===== src/rtl/layer_stream_feeder.sv =====
// Frame buffer and valid/ready word streamer feeding a layer_M_N_P_T input port.
// Optional macro LAYER_FEEDER_STALL_EN inserts LFSR-driven bubbles before each word.
module layer_stream_feeder #(
  parameter  int M       = 4,
  parameter  int N       = 4,
  parameter  int T       = 16,
  parameter  int NUM_VEC = 8,
  localparam int DEPTH   = M * N + N * NUM_VEC,
  localparam int AW      = $clog2(DEPTH)
) (
  input  logic          clk,
  input  logic          reset,
  input  logic          wr_en,
  input  logic [AW-1:0] wr_addr,
  input  logic [T-1:0]  wr_data,
  input  logic          start,
  input  logic          m_ready,
  output logic          m_valid,
  output logic [T-1:0]  data_out,
  output logic          m_last,
  output logic          busy,
  output logic          done
);

  typedef enum logic [1:0] {
    IDLE,
    SEND,
    DONE
  } state_t;

  localparam logic [AW-1:0] LAST_IDX = AW'(DEPTH - 1);
  localparam logic [AW:0]   DEPTH_C  = (AW + 1)'(DEPTH);

  state_t        state, state_n;
  logic [T-1:0]  mem [DEPTH];
  logic [AW-1:0] ptr, ptr_n, rd_idx;
  logic          valid_n;
  logic          load;
  logic          present;
  logic          xfer;

`ifdef LAYER_FEEDER_STALL_EN
  logic [15:0] lfsr;

  // Fibonacci LFSR, taps 16,14,13,11; bit 0 gates presentation of a due word.
  always_ff @(posedge clk) begin
    if (reset) lfsr <= 16'hACE1;
    else       lfsr <= {lfsr[14:0], lfsr[15] ^ lfsr[13] ^ lfsr[12] ^ lfsr[10]};
  end

  assign present = lfsr[0];
`else
  assign present = 1'b1;
`endif

  assign xfer = m_valid && m_ready;

  // NOTE: the frame array has no reset; contents must survive a reset so a
  // new start can resend the stored frame, and a resettable array is costly.
  always_ff @(posedge clk) begin
    if (!reset && state == IDLE && wr_en && ({1'b0, wr_addr} < DEPTH_C))
      mem[wr_addr] <= wr_data;
  end

  // NOTE: every signal gets a default before the case so no path leaves one
  // unassigned, which would otherwise infer a latch.
  always_comb begin
    state_n = state;
    ptr_n   = ptr;
    valid_n = m_valid;
    load    = 1'b0;
    rd_idx  = ptr;
    case (state)
      IDLE: begin
        if (start && !wr_en) begin
          state_n = SEND;
          ptr_n   = '0;
          rd_idx  = '0;
          load    = present;
          valid_n = present;
        end
      end
      SEND: begin
        if (xfer) begin
          if (ptr == LAST_IDX) begin
            valid_n = 1'b0;
            state_n = DONE;
          end else begin
            ptr_n   = ptr + 1'b1;
            rd_idx  = ptr + 1'b1;
            load    = present;
            valid_n = present;
          end
        end else if (!m_valid && present) begin
          // A word is due but was held back by a bubble; present it now.
          load    = 1'b1;
          valid_n = 1'b1;
        end
      end
      DONE:    state_n = IDLE;
      default: state_n = IDLE;
    endcase
  end

  // NOTE: sequential state uses non-blocking assignments so every register
  // samples the pre-edge values computed by the combinational block.
  always_ff @(posedge clk) begin
    if (reset) state <= IDLE;
    else       state <= state_n;
  end

  always_ff @(posedge clk) begin
    if (reset) begin
      ptr      <= '0;
      m_valid  <= 1'b0;
      data_out <= '0;
    end else begin
      ptr     <= ptr_n;
      m_valid <= valid_n;
      if (load) data_out <= mem[rd_idx];
    end
  end

  assign m_last = m_valid && (ptr == LAST_IDX);
  assign busy   = (state == SEND);
  assign done   = (state == DONE);

endmodule


===== config.mk =====
export PLATFORM = sky130hd
export DESIGN_NAME = layer_stream_feeder
export DESIGN_NICKNAME = d
export VERILOG_FILES = /design/src/rtl/layer_stream_feeder.sv
export SDC_FILE = /design/constraint.sdc
export NUM_CORES = 1
export LEC_CHECK = 0
export ABC_CLOCK_PERIOD_IN_PS = 4500
export CAP_MARGIN = 20
export CORE_ASPECT_RATIO = 0.5
export CORE_MARGIN = 2
export CORE_UTILIZATION = 55
export DETAILED_ROUTE_END_ITERATION = 8
export MAX_ROUTING_LAYER = met4
export PLACE_DENSITY = 0.72
export SETUP_SLACK_MARGIN = 0.2
export SYNTH_ARGS = -nofsm -noshare
export SYNTH_HDL_FRONTEND = slang
export SYNTH_SLANG_ARGS = --single-unit

===== constraint.sdc =====
create_clock -name clk -period 4.5 [get_ports clk]
set_input_delay 1.125 -clock clk [delete_from_list [all_inputs] [get_ports clk]]
set_output_delay 1.125 -clock clk [all_outputs]
set_load 0.005 [all_outputs]

==> results.sh <==
export IMPL_status="finished clean"
export IMPL_grt_use_total_pct=28.4
export IMPL_cts_root_buf="clkbuf_16"
export IMPL_dpl_cell_count=3058
export IMPL_dp_slack_ns=0.0693
export IMPL_critPathKind="input port to flip-flop"
export IMPL_layout_min_cycle_time_ns=3.90
export IMPL_synthArstFlopShare_pct=0
export IMPL_postCtsResizedCells=0
export IMPL_endpoint_kind="flip-flop"
export IMPL_tightest_slew_ns=1.07
export IMPL_leakagePower_nw=12.9
export IMPL_syn_avg_cell_area_um2=14.4
export IMPL_final_antenna_net_count=0
export IMPL_relSlewSlack_pct=28.4
export IMPL_crit_required_ns=5.00
export IMPL_ir_drop_mv=0.296
export IMPL_skew_ns=0.0233
export IMPL_cts_tree="built"
export IMPL_drt_met1_wl_mm=33.0
export IMPL_die_area_mm2=0.0596
export IMPL_placed_area_mm2=0.0340
export IMPL_max_cap_violations=0
export IMPL_post_cts_setup_buffers=0
export IMPL_finalHoldViolCount=0
export IMPL_syn_instance_count=2202
export IMPL_post_route_cells_drive_above_1_share_pct=13.0
export IMPL_whs_ns=0.519
export IMPL_route_met3_wl_mm=7.77
export IMPL_finalNetCount=2390
export IMPL_portBuffers=46
export IMPL_power_density_mw_per_mm2=396
export IMPL_rows=62
export IMPL_clk_pin_slew_ns=0.07
export IMPL_start_kind="input port"
export IMPL_die_w_um=343
export IMPL_n_fill_cell=4046
export IMPL_vias=19700
export IMPL_gp_congestion=0.919
export IMPL_rsz0062_at_grt="no"
export IMPL_synth_edf_count=768
export IMPL_routed_top_layer="met4"
export IMPL_finalSetupViolations=0
export IMPL_crit_fanout=22
export IMPL_drt_iter0_markers=2682
export IMPL_io_pins=47
export IMPL_maxSlewViolCount=0
export IMPL_period_share_pct=86.7
export IMPL_grt_max_degree=72
export IMPL_cts_sinks=793
export IMPL_dpl_hpwl_mm=49.1
export IMPL_instances_no_fill=3186
export IMPL_wl_met2_mm=37.3
export IMPL_synth_ff_latch_count=793
export IMPL_via_per_inst=6.17
export IMPL_arrival_ns=4.40
export IMPL_fin_area_mm2=0.0362
export IMPL_ys_types=59
export IMPL_synth_nets=2230
export IMPL_fmaxAchievable_mhz=256
export IMPL_die_h_um=174
export IMPL_grt_overflow_total=0
export IMPL_clock_latency_ns=0.61
export IMPL_tns_ns=0
export IMPL_drc=0
export IMPL_drt_total_wl_mm=81.4
export IMPL_htree_levels=3
export IMPL_antenna_found_initial=2
export IMPL_synthFlopType="edfxtp_1"
export IMPL_synth_top_area_share_pct=72.9
export IMPL_core_area_mm2=0.0571
export IMPL_grt_pass1_wl_mm=121
export IMPL_first_pass_iters=5
export IMPL_postCtsHoldBufs=0
export IMPL_yosys_warnings=0
export IMPL_yosys_top_cells_area="edfxtp_1 73%, nand2_1 5.3%, mux2i_1 5.0%, and3_1 2.4%, dfxtp_1 1.6%"
export IMPL_wl_per_cell_um=25.6
export IMPL_synth_seq_area_share_pct=74.5
export IMPL_start_util_pct=55.4
export IMPL_synth_top_area_cell="edfxtp_1"
export IMPL_clock_path_buffers=3
export IMPL_grt_pass1_vias=19000
export IMPL_syn_area_mm2=0.0316
export IMPL_area_growth_pct=14.3
export IMPL_hold_path_class="flip-flop to flip-flop"
export IMPL_fin_ws_ns=0.600
export IMPL_cts_buffers=69
==> metal layers <==
metal	track usage, %	vias to the layer above
li1	-	8640
met1	39.4	9777
met2	42.4	1025
met3	5.41	217
met4	10.5	0
met5	-	-
==> worst max-delay path, stage by stage <==
cell and delay (ns):
clkdlybuf4s50_1 0.48, or4b_1 0.51, nand2_1 0.14, o21a_4 0.18, buf_12 0.17, buf_12 0.24
buf_4 0.31, nand2_1 0.08, and3_1 0.18, o21ai_0 0.17, nand4_1 0.37, o31ai_1 0.40
==> stage by stage <==
| step | util (%) | power [mW] |
|---|---|---|
| after floorplan | - | 8.47 |
| after global placement | 59.6 | 8.73 |
| after detailed placement | 59.6 | 8.74 |
| after CTS | 63.3 | 14.4 |
| after global routing | 63.3 | 14.7 |
| final | 63.4 | 14.3 |
==> registers in the layout (all words and copies together), names as in the netlist <==
signal and count:
m_valid 1, mem 768, state 2, data_out 16, ptr 6
==> kinds of logic after synthesis <==
group                      Yosys count  share of synthesized area (%)
and+or+nand+nor                    803                           11.4
DFF                                793                           74.5
buffers and inverters              129                           1.95
muxes                              174                           5.57
AOI/OAI and AO/OA                  302                           6.59
adders and majority gates            1                         0.0395
==> cell usage in the layout, fill, tap and decap left out, drive strengths merged, types with 7 or more instances in the layout <==
| cell | synthesis | final |
|---|---|---|
| o21ai | 84 | 84 |
| mux2 | 16 | 16 |
| dfxtp | 25 | 25 |
| edfxtp | 768 | 768 |
| clkinv | 0 | 21 |
| mux2i | 158 | 158 |
| inv | 4 | 9 |
| and2 | 15 | 15 |
| a31oi | 31 | 31 |
| nand3 | 64 | 64 |
| a21boi | 15 | 15 |
| nor2 | 99 | 99 |
| buf | 65 | 182 |
| nand2 | 444 | 444 |
| a221oi | 30 | 30 |
| a211oi | 31 | 31 |
| o22ai | 15 | 15 |
| clkbuf | 60 | 95 |
| a21oi | 33 | 33 |
| or3 | 16 | 16 |
| clkdlybuf4s50 | 0 | 32 |
| and3 | 119 | 119 |
| nor3 | 8 | 8 |
| o211ai | 7 | 7 |
| nand4 | 18 | 18 |
| o31ai | 17 | 17 |
| a2111oi | 15 | 15 |
==> cells in the mapped netlist (4+ instances only) <==
library cell  count
buf_1             5
o31ai_1          17
and3_1          119
or3_1            16
mux2_2           16
a2111oi_2        10
mux2i_1         158
o21ai_0          83
a2111oi_0         5
clkbuf_1         60
a221oi_1         30
edfxtp_1        768
nand3_1          64
a21boi_0         14
nand2_1         444
o22ai_1          15
nor3_1            8
buf_6             7
nor2b_1           4
a211oi_1         30
inv_1             4
a21o_1            4
dfxtp_1          25
nand4_1          18
a31oi_1          31
o211ai_1          7
a21oi_1          32
nor2_1           99
and2_1           15
nand3b_1          4
buf_4             5
buf_2            48
a211o_1           4
==> layout make-up <==
cell class / instances / area [um2] / share of cell area (%)
antenna: 3 / 7.51 / 0.0208
clock buffer: 95 / 1910 / 5.27
clock inverter: 29 / 238 / 0.657
inverter: 4 / 15.0 / 0.0415
multi-input combinational: 1280 / 7510 / 20.8
sequential: 793 / 23600 / 65.1
tap: 768 / 961 / 2.66
timing repair buffer: 214 / 1970 / 5.44
==> path summary, 6_finish.rpt <==
check / from / endpoint / slack (ns) / depth (start not counted)
setup / recovery: start / data_out[12]$_SDFFE_PP0P_ / 0.60 / 12
hold / removal: data_out[15]$_SDFFE_PP0P_ / data_out[15]$_SDFFE_PP0P_ / 0.52 / 2
setup reg to reg: ptr[0]$_SDFF_PP0_ / data_out[12]$_SDFFE_PP0P_ / 0.95 / 12
hold reg to reg: data_out[15]$_SDFFE_PP0P_ / data_out[15]$_SDFFE_PP0P_ / 0.52 / 2
==> power breakdown <==
group	switching, mW	internal (mW)
logic	0.311	0.143
clock network	2.59	3.16
registers	0.0224	8.11
(Power assumes the default switching activity.)
